--- src/rtl/cam_pkg.sv ---
// Shared types and default VGA RGB565 timing for the camera sensor emulator.
// Frame size is 784 pixel periods x 510 lines.
package cam_pkg;

    localparam int H_ACTIVE      = 640;
    localparam int V_ACTIVE      = 480;
    localparam int H_BLANK_BYTES = 288;
    localparam int V_SYNC_LINES  = 3;
    localparam int V_BACK_LINES  = 17;
    localparam int V_FRONT_LINES = 10;

    localparam int LINE_BYTES  = 2 * H_ACTIVE + H_BLANK_BYTES;
    localparam int FRAME_LINES = V_SYNC_LINES + V_BACK_LINES + V_ACTIVE + V_FRONT_LINES;

    typedef enum logic [1:0] {
        PAT_BARS  = 2'd0,
        PAT_RAMP  = 2'd1,
        PAT_CHECK = 2'd2,
        PAT_COUNT = 2'd3
    } pattern_e;

    typedef enum logic {
        ST_IDLE = 1'b0,
        ST_RUN  = 1'b1
    } state_e;

    // Element 0 is the leftmost bar.
    localparam logic [7:0][15:0] BAR_COLOURS = {
        16'h0000, 16'h001F, 16'hF800, 16'hF81F,
        16'h07E0, 16'h07FF, 16'hFFE0, 16'hFFFF
    };

endpackage

--- src/rtl/cam_pattern_pixel.sv ---
// Combinational test-pattern generator: one RGB565 pixel from the
// pixel coordinates, the latched pattern and the frame/pixel counters.
module cam_pattern_pixel
    import cam_pkg::*;
(
    input  logic [9:0]  x_i,
    input  logic [9:0]  y_i,
    input  pattern_e    pattern_i,
    input  logic [7:0]  frame_cnt_i,
    input  logic [15:0] pix_cnt_i,
    output logic [15:0] pixel_o
);

    logic [2:0] bar_idx;
    logic       unused_bits;

    assign unused_bits = ^{y_i[9], y_i[2:0], frame_cnt_i[7:5]};

    // Bars are 80 px wide; pick the lowest bar whose right edge lies beyond x.
    always_comb begin
        bar_idx = 3'd7;
        for (int k = 6; k >= 0; k--) begin
            if (x_i < 10'(80 * (k + 1))) begin
                bar_idx = 3'(k);
            end
        end
    end

    always_comb begin
        pixel_o = 16'h0000;
        case (pattern_i)
            PAT_BARS:  pixel_o = BAR_COLOURS[bar_idx];
            PAT_RAMP:  pixel_o = {x_i[9:5], y_i[8:3], frame_cnt_i[4:0]};
            PAT_CHECK: pixel_o = (x_i[5] ^ y_i[5]) ? 16'hFFFF : 16'h0000;
            PAT_COUNT: pixel_o = pix_cnt_i;
            default:   pixel_o = 16'h0000;
        endcase
    end

endmodule

--- src/rtl/cam_sensor_emu.sv ---
// OV7670-style camera transmitter: PCLK = clk_i/2, with VSYNC/HREF/data
// registered on the clk_i edge where PCLK falls.
module cam_sensor_emu
    import cam_pkg::*;
#(
    parameter int H_ACT   = cam_pkg::H_ACTIVE,
    parameter int H_BLANK = cam_pkg::H_BLANK_BYTES,
    parameter int V_SYNC  = cam_pkg::V_SYNC_LINES,
    parameter int V_BACK  = cam_pkg::V_BACK_LINES,
    parameter int V_ACT   = cam_pkg::V_ACTIVE,
    parameter int V_FRONT = cam_pkg::V_FRONT_LINES
) (
    input  logic       clk_i,
    input  logic       rst_ni,
    input  logic       enable_i,
    input  logic [1:0] pattern_i,
    output logic       cam_pclk,
    output logic       cam_vsync,
    output logic       cam_href,
    output logic [7:0] cam_data,
    output logic       busy_o,
    output logic       frame_done_o
);

    localparam int LB = 2 * H_ACT + H_BLANK;
    localparam int FL = V_SYNC + V_BACK + V_ACT + V_FRONT;

    localparam logic [10:0] BYTE_LAST = 11'(LB - 1);
    localparam logic [10:0] HREF_END  = 11'(2 * H_ACT);
    localparam logic [9:0]  LINE_LAST = 10'(FL - 1);
    localparam logic [9:0]  VS_END    = 10'(V_SYNC);
    localparam logic [9:0]  ACT_START = 10'(V_SYNC + V_BACK);
    localparam logic [9:0]  ACT_END   = 10'(V_SYNC + V_BACK + V_ACT);

    state_e      state_q, state_d;
    pattern_e    pat_q, pat_d;
    logic        pclk_q, pclk_d;
    logic [10:0] byte_q, byte_d;
    logic [9:0]  line_q, line_d;
    logic [7:0]  frame_cnt_q, frame_cnt_d;
    logic [15:0] pix_cnt_q, pix_cnt_d;
    logic        vsync_q, vsync_d;
    logic        href_q, href_d;
    logic [7:0]  data_q, data_d;
    logic        busy_q, busy_d;
    logic        done_q, done_d;

    logic        href_now;
    logic        frame_end;
    logic [9:0]  y_idx;
    logic [15:0] pixel;

    assign href_now  = (line_q >= ACT_START) && (line_q < ACT_END) && (byte_q < HREF_END);
    assign frame_end = (line_q == LINE_LAST) && (byte_q == BYTE_LAST);
    assign y_idx     = line_q - ACT_START;

    cam_pattern_pixel u_pixel (
        .x_i         (byte_q[10:1]),
        .y_i         (y_idx),
        .pattern_i   (pat_q),
        .frame_cnt_i (frame_cnt_q),
        .pix_cnt_i   (pix_cnt_q),
        .pixel_o     (pixel)
    );

    always_comb begin
        state_d     = state_q;
        pat_d       = pat_q;
        pclk_d      = pclk_q;
        byte_d      = byte_q;
        line_d      = line_q;
        frame_cnt_d = frame_cnt_q;
        pix_cnt_d   = pix_cnt_q;
        vsync_d     = vsync_q;
        href_d      = href_q;
        data_d      = data_q;
        busy_d      = busy_q;
        done_d      = 1'b0;

        case (state_q)
            ST_IDLE: begin
                pclk_d = 1'b0;
                if (enable_i) begin
                    // Start with PCLK high so the very next edge is the first falling update.
                    state_d = ST_RUN;
                    pclk_d  = 1'b1;
                    busy_d  = 1'b1;
                    pat_d   = pattern_e'(pattern_i);
                end
            end
            ST_RUN: begin
                pclk_d = ~pclk_q;
                if (pclk_q) begin
                    vsync_d = (line_q < VS_END);
                    href_d  = href_now;
                    data_d  = href_now ? (byte_q[0] ? pixel[7:0] : pixel[15:8]) : 8'h00;
                    if (href_now && byte_q[0]) begin
                        pix_cnt_d = pix_cnt_q + 16'd1;
                    end
                    if (frame_end) begin
                        byte_d      = 11'd0;
                        line_d      = 10'd0;
                        frame_cnt_d = frame_cnt_q + 8'd1;
                        pix_cnt_d   = 16'd0;
                        pat_d       = pattern_e'(pattern_i);
                        done_d      = 1'b1;
                        if (!enable_i) begin
                            state_d = ST_IDLE;
                            busy_d  = 1'b0;
                        end
                    end else if (byte_q == BYTE_LAST) begin
                        byte_d = 11'd0;
                        line_d = line_q + 10'd1;
                    end else begin
                        byte_d = byte_q + 11'd1;
                    end
                end
            end
            default: state_d = ST_IDLE;
        endcase
    end

    always_ff @(posedge clk_i or negedge rst_ni) begin
        if (!rst_ni) begin
            state_q     <= ST_IDLE;
            pat_q       <= PAT_BARS;
            pclk_q      <= 1'b0;
            byte_q      <= 11'd0;
            line_q      <= 10'd0;
            frame_cnt_q <= 8'd0;
            pix_cnt_q   <= 16'd0;
            vsync_q     <= 1'b0;
            href_q      <= 1'b0;
            data_q      <= 8'h00;
            busy_q      <= 1'b0;
            done_q      <= 1'b0;
        end else begin
            state_q     <= state_d;
            pat_q       <= pat_d;
            pclk_q      <= pclk_d;
            byte_q      <= byte_d;
            line_q      <= line_d;
            frame_cnt_q <= frame_cnt_d;
            pix_cnt_q   <= pix_cnt_d;
            vsync_q     <= vsync_d;
            href_q      <= href_d;
            data_q      <= data_d;
            busy_q      <= busy_d;
            done_q      <= done_d;
        end
    end

    assign cam_pclk     = pclk_q;
    assign cam_vsync    = vsync_q;
    assign cam_href     = href_q;
    assign cam_data     = data_q;
    assign busy_o       = busy_q;
    assign frame_done_o = done_q;

endmodule

--- config.mk ---
export PLATFORM = sky130hd
export DESIGN_NAME = cam_sensor_emu
export DESIGN_NICKNAME = d
export VERILOG_FILES = /design/src/rtl/cam_pkg.sv /design/src/rtl/cam_pattern_pixel.sv /design/src/rtl/cam_sensor_emu.sv
export SDC_FILE = /design/constraint.sdc
export NUM_CORES = 1
export LEC_CHECK = 0
export ABC_AREA = 1
export CORE_MARGIN = 3
export CORE_UTILIZATION = 42
export CTS_CLUSTER_SIZE = 12
export DETAILED_ROUTE_END_ITERATION = 16
export GPL_ROUTABILITY_DRIVEN = 1
export GPL_TIMING_DRIVEN = 0
export SLEW_MARGIN = 20
export SYNTH_ARGS = -nofsm -noshare
export SYNTH_HDL_FRONTEND = slang
export SYNTH_SLANG_ARGS = --single-unit
--- constraint.sdc ---
create_clock -name clk_i -period 2.1 [get_ports clk_i]
set_clock_uncertainty 0.2 [all_clocks]
set_input_delay 0.42 -clock clk_i [delete_from_list [all_inputs] [get_ports clk_i]]
set_output_delay 0.42 -clock clk_i [all_outputs]
set_load 0.01 [all_outputs]
After elaboration in Yosys (flattened, before gate mapping)
Memory sizes are Yosys's and may differ from the RTL's. Index checks and enable logic that the tools add are counted.

Bits in registers: 61. Bits in latches: 0. RAM bits: 0. ROM bits: 128. Input port bits: 5. Output and inout bits: 13. Logic and storage cells: 90. Memories kept: 1.

Memories: (name not given) (words 8, width 16, read ports 1, clocked after memory_dff 0, wr ports 0, RTL line cam_pattern_pixel.sv:32) `PAT_BARS: pixel_o = BAR_COLOURS[bar_idx];`.

$add $sub $neg: 5. Multiply operators: 0. Div/mod/pow operators: 0. $lt $le $gt $ge: 12. Eq/ne operators: 9. Shift operators: 0. Mux-type cells: 35. Bitwise logic cells: 3. Reductions and logical operators: 13.

Operator list (number): 16-bit 2-to-1 mux (4); 16-bit one-hot mux with 4 select lines (1); 10-bit by 9-bit less-than comparator with 1-bit output (second input constant) (4); 11-bit 2-to-1 mux (2); 10-bit by 8-bit less-than comparator with 1-bit output (second input constant) (2); 10-bit 2-to-1 mux (2); 16-bit by 1-bit adder with 16-bit output (second input constant) (1); 8-bit 2-to-1 mux (2); 3-bit 2-to-1 mux (4); 3-bit AND reduction (4); 11-bit by 1-bit adder with 11-bit output (second input constant) (1); 11-bit == test (second input constant) (1); 11-bit less-than comparator (second input constant) (1); 1-bit 2-to-1 mux (11); 10-bit by 1-bit adder with 10-bit output (second input constant) (1); 10-bit by 9-bit == test with 1-bit output (second input constant) (1); 10-bit by 5-bit greater-or-equal comparator with 1-bit output (second input constant) (1); 10-bit less-than comparator (second input constant) (1); 10-bit by 2-bit less-than comparator with 1-bit output (second input constant) (1); 10-bit by 7-bit less-than comparator with 1-bit output (second input constant) (1); 2-bit 2-to-1 mux (5); 9-bit by 5-bit subtractor with 9-bit output (second input constant) (1); 8-bit by 1-bit adder with 8-bit output (second input constant) (1); 1-bit one-hot mux with 2 select lines (3); 13 further kinds (21).

Logic depth before layout (Yosys ltp)
Gate-level depths: netlist of run 1.

Word-level depth: 13. Depth in mapped cells: 15. Depth with buffers taken out: 15.

Hierarchy
From an unflattened synthesis of run 1, not the netlist that was laid out.

Cell total of the unflattened synthesis: 592. Area, all modules: 4247.8 um2.

By module, submodules not included: cam_sensor_emu (times used 1, cells an instance 484, area each 3769.9 um2, sequential area each 1526.5 um2); cam_pattern_pixel (times used 1, cells an instance 108, area each 478.0 um2, sequential area each 0.0 um2).

Least setup slack after synthesis of run 1
OpenSTA, ideal clock, no wires.

Kind: register to register. Start point: reg byte_q[0]. End point: reg line_q[7]. Setup time: 0.139 ns. Arrival: 1.536 ns. Required time: 1.761 ns. Setup slack: 0.225 ns. Stages on the path, launching flop included: 12. Buffers on the path: 1. Period minus slack after synthesis: 1.875 ns. Path through: dfrtp_1 ha_1 nand2_1 nor2_1 inv_1 nor2_1 nand4_1 nor2_1 inv_2 buf_6 nand3_1 o21ai_0.

Longest elaborated chain between the ends: 4. Elaborated cells on any way between the ends: 5. Those cells by class: 1 x eq/ne; 1 x mux; 3 x reduce/logical.

RTL lines: from (decl) (RTL line cam_sensor_emu.sv:38) `logic [10:0] byte_q, byte_d;`; from (signal assigned) (RTL line cam_sensor_emu.sv:141) `byte_q <= byte_d;`; 11-bit == test * (RTL line cam_sensor_emu.sv:54, cam_sensor_emu.sv:111); 1-bit logical AND (RTL line cam_sensor_emu.sv:54) `assign frame_end = (line_q == LINE_LAST) && (byte_q == BYTE_LAST);`; 2-bit nonzero test (no line); 3-bit AND reduction (no line); to (signal assigned) (RTL line cam_sensor_emu.sv:142) `line_q <= line_d;`; to (decl) (RTL line cam_sensor_emu.sv:39) `logic [9:0] line_q, line_d;`.

Every way passes the cells marked *; elsewhere a longest branch is shown, timed or not. A chain may end at the register's enable or synchronous reset.

Worst setup path in the final report of run 1
Start point: reg byte_q[1]. End point: reg pix_cnt_q[4].

Longest elaborated chain between the ends: 5. Elaborated cells on any way between the ends: 8. Those cells by class: 1 x order compare; 1 x eq/ne; 1 x mux; 5 x reduce/logical.

RTL lines: 11-bit less-than comparator (RTL line cam_sensor_emu.sv:53) `assign href_now = (line_q >= ACT_START) && (line_q < ACT_END) && (byte_q < HREF_END);`; 1-bit logical AND (RTL line cam_sensor_emu.sv:53); 1-bit logical AND (RTL line cam_sensor_emu.sv:97) `if (href_now && byte_q[0]) begin`; 2-bit nonzero test (no line); 3-bit AND reduction (no line); to (signal assigned) (RTL line cam_sensor_emu.sv:144) `pix_cnt_q <= pix_cnt_d;`; to (decl) (RTL line cam_sensor_emu.sv:41) `logic [15:0] pix_cnt_q, pix_cnt_d;`.

Parallel ways exist; a longest one is shown, timed or not.

==> results of run 1 <==
## worst register-to-register path: cells and delay by family, from the launching register on
kind	cells	cell delay, ns
flops	1	0.37
buf+inv	3	0.30
simple gates	6	0.81
fa+ha+maj	1	0.21
compound gates	1	0.06
## registers in the layout, indices dropped and copies added (netlist names), 2 cells and up
name         count
line_q          10
pix_cnt_q       16
pat_q            2
cam_data         8
frame_cnt_q      5
byte_q          11
## worst max path at each step
stage,from,end,slack [ns],cells past startpoint
final,byte_q[1],pix_cnt_q[4],0.04,11
after global routing,byte_q[1],pix_cnt_q[4],-0.07,11
after CTS,byte_q[1],line_q[6],0.005,11
after detailed placement,byte_q[0],line_q[6],-0.15,11
after global placement,rst_ni,pix_cnt_q[8],-1.54,1
after floorplan,byte_q[0],line_q[7],0.23,11
## synthesized netlist by cell type (all sizes together)
| cell type | number |
|---|---|
| clkbuf | 4 |
| nor4 | 1 |
| dfrtp | 58 |
| o21ai | 46 |
| a211oi | 2 |
| nor2 | 42 |
| inv | 64 |
| nand3 | 47 |
| nor3 | 21 |
| a31oi | 3 |
| clkinv | 1 |
| o21a | 1 |
| and3b | 1 |
| nand4 | 11 |
| buf | 11 |
| o22ai | 2 |
| o211ai | 2 |
| ha | 10 |
| xnor2 | 2 |
| nand3b | 5 |
| xor2 | 22 |
| o31ai | 1 |
| a21oi | 21 |
| nand2 | 146 |
## metrics by stage
step / cell area (um2) / total power, mW
after global placement: 4240 / 1.24
final: 4720 / 2.50
after CTS: 4520 / 2.52
after floorplan: 3930 / 1.19
after global routing: 4720 / 2.58
after detailed placement: 4260 / 1.25
## per-layer routing
layer | vias up | wire (um)
li1 | 1783 | -
met1 | 1704 | 4860
met2 | 100 | 4470
met3 | 11 | 555
met4 | 0 | 115
met5 | - | 0
## where the power goes
group	total (mW)	internal, mW	switching (mW)
registers	1.12	1.12	0.00358
clock network	1.27	0.785	0.484
logic	0.105	0.0345	0.0702
## layout make-up
cell class                      instances  area (um2)  share of cell area
Inverter                               65         251              0.0532
Clock buffer                            9         124              0.0262
Clock inverter                          7         118              0.0249
Sequential cell                        58        1450               0.308
Buffer                                 15         138              0.0291
Multi-Input combinational cell        386        2220               0.470
Timing Repair Buffer                   27         283              0.0599
Tap cell                              108         135              0.0286
## kinds of logic (layout without fill, tap and decap cells)
| kind of cell | Yosys count | in the layout |
|---|---|---|
| AOI/OAI and AO/OA | 78 | 78 |
| xor gates and xnor gates | 24 | 24 |
| adders and majority gates | 10 | 10 |
| buffers and inverters | 80 | 123 |
| DFF | 58 | 58 |
| and+or+nand+nor | 274 | 274 |
## timing repair
| item | 4_1_cts | 5_1_grt |
|---|---|---|
| endpoints found under the setup margin | 25 | 33 |
| hold buffers | 1 | 0 |
| setup buffers | 1 | 6 |
| hold endpoints to repair | 23 | 0 |
| pin swaps | 1 | 10 |
| gates resized for setup | 4 | 42 |
| gates cloned | 0 | 1 |
==> metrics.md, run 1 <==
| Metric | Value |
|---|---|
| Synth top area cells | dfrtp_1 37%, nand2_1 13%, inv_1 5.6% |
| Commonest non-fill, non-tap cell in the layout | nand2_1 |
| Detail Placement HPWL | 7370 um |
| Clk sink count | 58 |
| Most frequent cells in the layout | 137 x nand2_1, 57 x dfrtp_1, 56 x inv_1 |
| Clock transition at path regs | 0.07 ns |
| CP top delay family | simple AND/OR/NAND/NOR gates |
| DRT Pass-1 Iters | 5 |
| CTS tree | done |
| Layout cell share with drive strength beyond 1 | 0.176 |
| Routing usage on met1 | 0.286 |
| Startpoint Class | register |
| Inserted Diodes | 0 |
| Cell Rows | 34 |
| Layout area overhead | 20.1% |
| Mux share of post-synthesis cell area | 0 |
| Slowest stage delay, CP | 0.37 ns |
| Final Hold Violating Endpoints | 0 |
| Final GP Congestion | 0.935 |
| Count of cells along the worst hold path | 2 |
| DR WL/cell | 14.8 um |
| Mapped Area | 3930 um2 |
| Status | finished clean |
| Setup TNS | 0 ns |
| Synth top area share | 0.369 |
| Worst Reg2Reg Path Length in Cells | 11 |
| WP data required | 2.14 ns |
| Hold Path Sink | cam_data[1] |
| Simple-gate share of the synthesized area | 0.338 |
| Post-synthesis sequential area ratio | 0.369 |
| Worst R2R End | pix_cnt_q[4] |
| Crit path kind | reg -> reg |
| Via count | 3,598 |
| CP Buf/Inv Count | 3 |
| Final setup vio count | 0 |
| Vias per cell | 5.33 |
| XOR/XNOR Fraction of Synth Area | 0.0534 |
| Max clock buf depth | 2 |
| Vias in the first global route | 3,232 |
| Dominant combinational cell family by area after synthesis | simple AND/OR/NAND/NOR gates |
| FMAX | 0.486 GHz |
| Setup crit end kind | register |
| Reg2Reg Setup Slack | 0.04 ns |
| Pin count of the biggest net entering global routing | 36 |
| Final worst-path cycle share | 0.979 |
| Port Buf Inserts | 17 |
| Net count, final | 577 |
| Synth warn | 0 |
| Initial DRC count | 206 |
| Mapped Cells | 524 |
| Starting Density | 0.442 |
| CORE AREA | 8890 um2 |
| Total grt overflow | 0 |
| Slew @ Worst Pin | 0.477 ns |
| Count of final max-slew check failures | 0 |
| Met2 Use GR | 0.301 |
| Fill cells | 889 |
| Initial antenna violation count | 0 |
| Hold Path Class | reg -> reg |
| Critical Path Most Common Cell | nor2_2 |
| CP arrival | 2.10 ns |
| Reg2reg start | byte_q[1] |
| Syn avg cell area | 7.51 um2 |
| Global-route wire length before repair | 16,300 um |
| RSZ-0062 raised after global routing | yes |
| #FFs+latches synth | 58 |
| Clk Latency, worst-skew pair | 0.35 ns |
| Routed Antenna Nets | 0 |
| Dpl ws | -0.150 ns |
| M3 GR Usage | 0.0514 |
| Yosys cell types | 41 |
| Total wire length | 10,000 um |
| Crit Path Max Fanout | 6 |
| Power density over the cells | 529 nW/um2 |
| Max Cap Violations | 0 |
| Rel. slew slack | 0.682 |
| H-tree depth | 3 |
| WHS | 0.278 ns |
| Synth area leader | dfrtp_1 |
| Worst-path cell chain | ha_2 -> nand2_4 -> nor2_2 -> inv_1 -> nor2_1 -> nand4_1 -> nor2_2 -> inv_4 -> buf_6 -> nand3_1 -> o21ai_1 |
| Fin crit period | 2.06 ns |
| Max VDD drop | 324 uV |
| Leak Pwr | 2.24 nW |
| Worst setup margin | 0.0440 ns |
| Slowest stage cell, crit path | dfrtp_1 |
| Die area | 10,600 um2 |
| DRC | 0 |
| Min-delay src | cam_data[1] |
| # IOs | 18 |
| Inst Count DP | 650 |
| Root Driver | clkbuf_8 |
| Net count after synthesis | 539 |
| Final cell count without fillers | 675 |
| All-layer global routing usage | 0.198 |
| Die width | 103 um |
| Post-Route Utilization | 0.531 |
| Compound-gate portion of the synthesized area | 0.111 |
| Synth Area in Adders | 0.0318 |
| Num CTS Buffers | 9 |
| GRT Max-Usage Layer | met2 |
| Die height | 103 um |
(Power assumes the default switching activity.)
==> run 2: changes to the inputs <==
--- a/config.mk
+++ b/config.mk
@@ -14,2 +14,3 @@
 export GPL_TIMING_DRIVEN = 0
+export SKIP_CTS_REPAIR_TIMING = 1
 export SLEW_MARGIN = 20
==> constraint.sdc (replaced) <==
create_clock -name clk_i -period 2.1 [get_ports clk_i]
set_clock_uncertainty 0.2 [all_clocks]
set_input_delay 0.525 -clock clk_i [delete_from_list [all_inputs] [get_ports clk_i]]
set_output_delay 0.525 -clock clk_i [all_outputs]
set_load 0.01 [all_outputs]
==> metrics.md, run 2 (same netlist as run 1, synthesis figures left out) <==
| Metric | Value |
|---|---|
| FMAX | 0.485 GHz |
| Detail Placement HPWL | 7370 um |
| Placed Area | 4260 um2 |
| Design area | 4760 um2 |
| Total wire length | 9980 um |
| All-layer global routing usage | 0.197 |
| Inserted Diodes | 0 |
| WHS | 0.278 ns |
| Max clock buf depth | 2 |
| Fin crit period | 2.06 ns |
| Largest registers | pix_cnt_q: 16 flops, byte_q: 11 flops, line_q: 10 flops |
| Max VDD drop | 322 uV |
| Startpoint Class | register |
| Layout area overhead | 21.0% |
| Leak Pwr | 2.24 nW |
| Worst-path cell chain | ha_2 -> nand2_4 -> nor2_2 -> inv_1 -> nor2_1 -> nand4_1 -> nor2_2 -> inv_4 -> buf_6 -> nand3_1 -> o21ai_1 |
| Final cell count without fillers | 677 |
| CP arrival | 2.10 ns |
| Rel. slew slack | 0.682 |
| WP data required | 2.14 ns |
| Cell Rows | 34 |
| RSZ-0062 raised after global routing | yes |
| Final Hold Violating Endpoints | 0 |
| Die area | 10,600 um2 |
| Total grt overflow | 0 |
| Final GP Congestion | 0.935 |
| Starting Density | 0.442 |
| Final setup vio count | 0 |
| Net count, final | 579 |
| Setup crit end kind | register |
| Die width | 103 um |
| Slew @ Worst Pin | 0.473 ns |
| Initial antenna violation count | 0 |
| DRT Pass-1 Iters | 6 |
| Vias per cell | 5.31 |
| Clk sink count | 58 |
| Initial DRC count | 223 |
| Routed Antenna Nets | 0 |
| Die height | 103 um |
| Root Driver | clkbuf_8 |
| DRC | 0 |
| Max reg flops | 16 |
| Clk Latency, worst-skew pair | 0.35 ns |
| Slowest stage cell, crit path | dfrtp_1 |
| CTS tree | done |
| Slowest stage delay, CP | 0.37 ns |
| Commonest non-fill, non-tap cell in the layout | nand2_1 |
| Most frequent cells in the layout | 137 x nand2_1, 57 x dfrtp_1, 56 x inv_1 |
| CORE AREA | 8890 um2 |
| Layout cell share with drive strength beyond 1 | 0.179 |
| Critical Path Most Common Cell | nor2_2 |
| Worst setup margin | 0.0366 ns |
| Met2 Use GR | 0.300 |
| Setup TNS | 0 ns |
| Dpl ws | -0.150 ns |
| Crit path kind | reg -> reg |
| Max Cap Violations | 0 |
| H-tree depth | 3 |
| Crit Path Max Fanout | 6 |
| Final worst-path cycle share | 0.983 |
| # IOs | 18 |
| Port Buf Inserts | 17 |
| Status | finished clean |
| Hold Path Class | reg -> reg |
| GRT Max-Usage Layer | met2 |
| Power density over the cells | 524 nW/um2 |
| Largest register by flop count | pix_cnt_q |
| Pin count of the biggest net entering global routing | 36 |
| DR WL/cell | 14.7 um |
| Via count | 3,598 |
| Inst Count DP | 650 |
| Num CTS Buffers | 9 |
| M3 GR Usage | 0.0514 |
| Global-route wire length before repair | 16,200 um |
| Count of final max-slew check failures | 0 |
| Routing usage on met1 | 0.285 |
| Vias in the first global route | 3,223 |
| Clock transition at path regs | 0.07 ns |
## run 2: cell count changes in the layout (fill, tap and decap cells not counted), sizes merged
cell | before | now
buf | 20 | 22
## run 2: where the power goes
group	total [mW]	switching (mW)	internal [mW]	leakage [nW]
Clock	1.27	0.482	0.785	0.111
Combinational	0.104	0.0691	0.0351	1.35
Sequential	1.12	0.00360	1.12	0.779
Total	2.49	0.555	1.94	2.24
## run 2: area by class of cell
cell class,instances,area [um2]
sequential,58,1450
inverter,65,251
clock inverter,7,118
fill,882,4130
clock buffer,9,124
multi-input combinational,386,2230
buffer,15,141
timing repair buffer,29,310
tap,108,135
## run 2: metrics by stage
step	power, mW	utilization
floorplan	1.19	-
global placement	1.24	0.477
detailed placement	1.25	0.479
CTS	2.52	0.506
global route	2.58	0.535
finish	2.49	0.535
## run 2: worst paths after layout
path / start / to / slack, ns / cells past startpoint
max: byte_q[1] / pix_cnt_q[4] / 0.04 / 11
max reg2reg: byte_q[1] / pix_cnt_q[4] / 0.04 / 11
min in group asynchronous: rst_ni / byte_q[6] / 0.42 / 2
min: cam_data[1] / cam_data[1] / 0.28 / 2
max in group asynchronous: rst_ni / byte_q[0] / 0.79 / 3
min reg2reg: cam_data[1] / cam_data[1] / 0.28 / 2
## run 2: critical path, delay by kind of cell (launching register included)
| family | cells | cell delay, ns |
|---|---|---|
| compound gates | 1 | 0.06 |
| fa+ha+maj | 1 | 0.21 |
| buf+inv | 3 | 0.30 |
| flops | 1 | 0.37 |
| simple gates | 6 | 0.82 |
## run 2: routing by layer
metal	vias up	part of all wire	wire, um
met4	0	0.017	167
met3	17	0.059	589
li1	1785	-	-
met5	-	0	0
met2	112	0.45	4460
met1	1684	0.48	4760
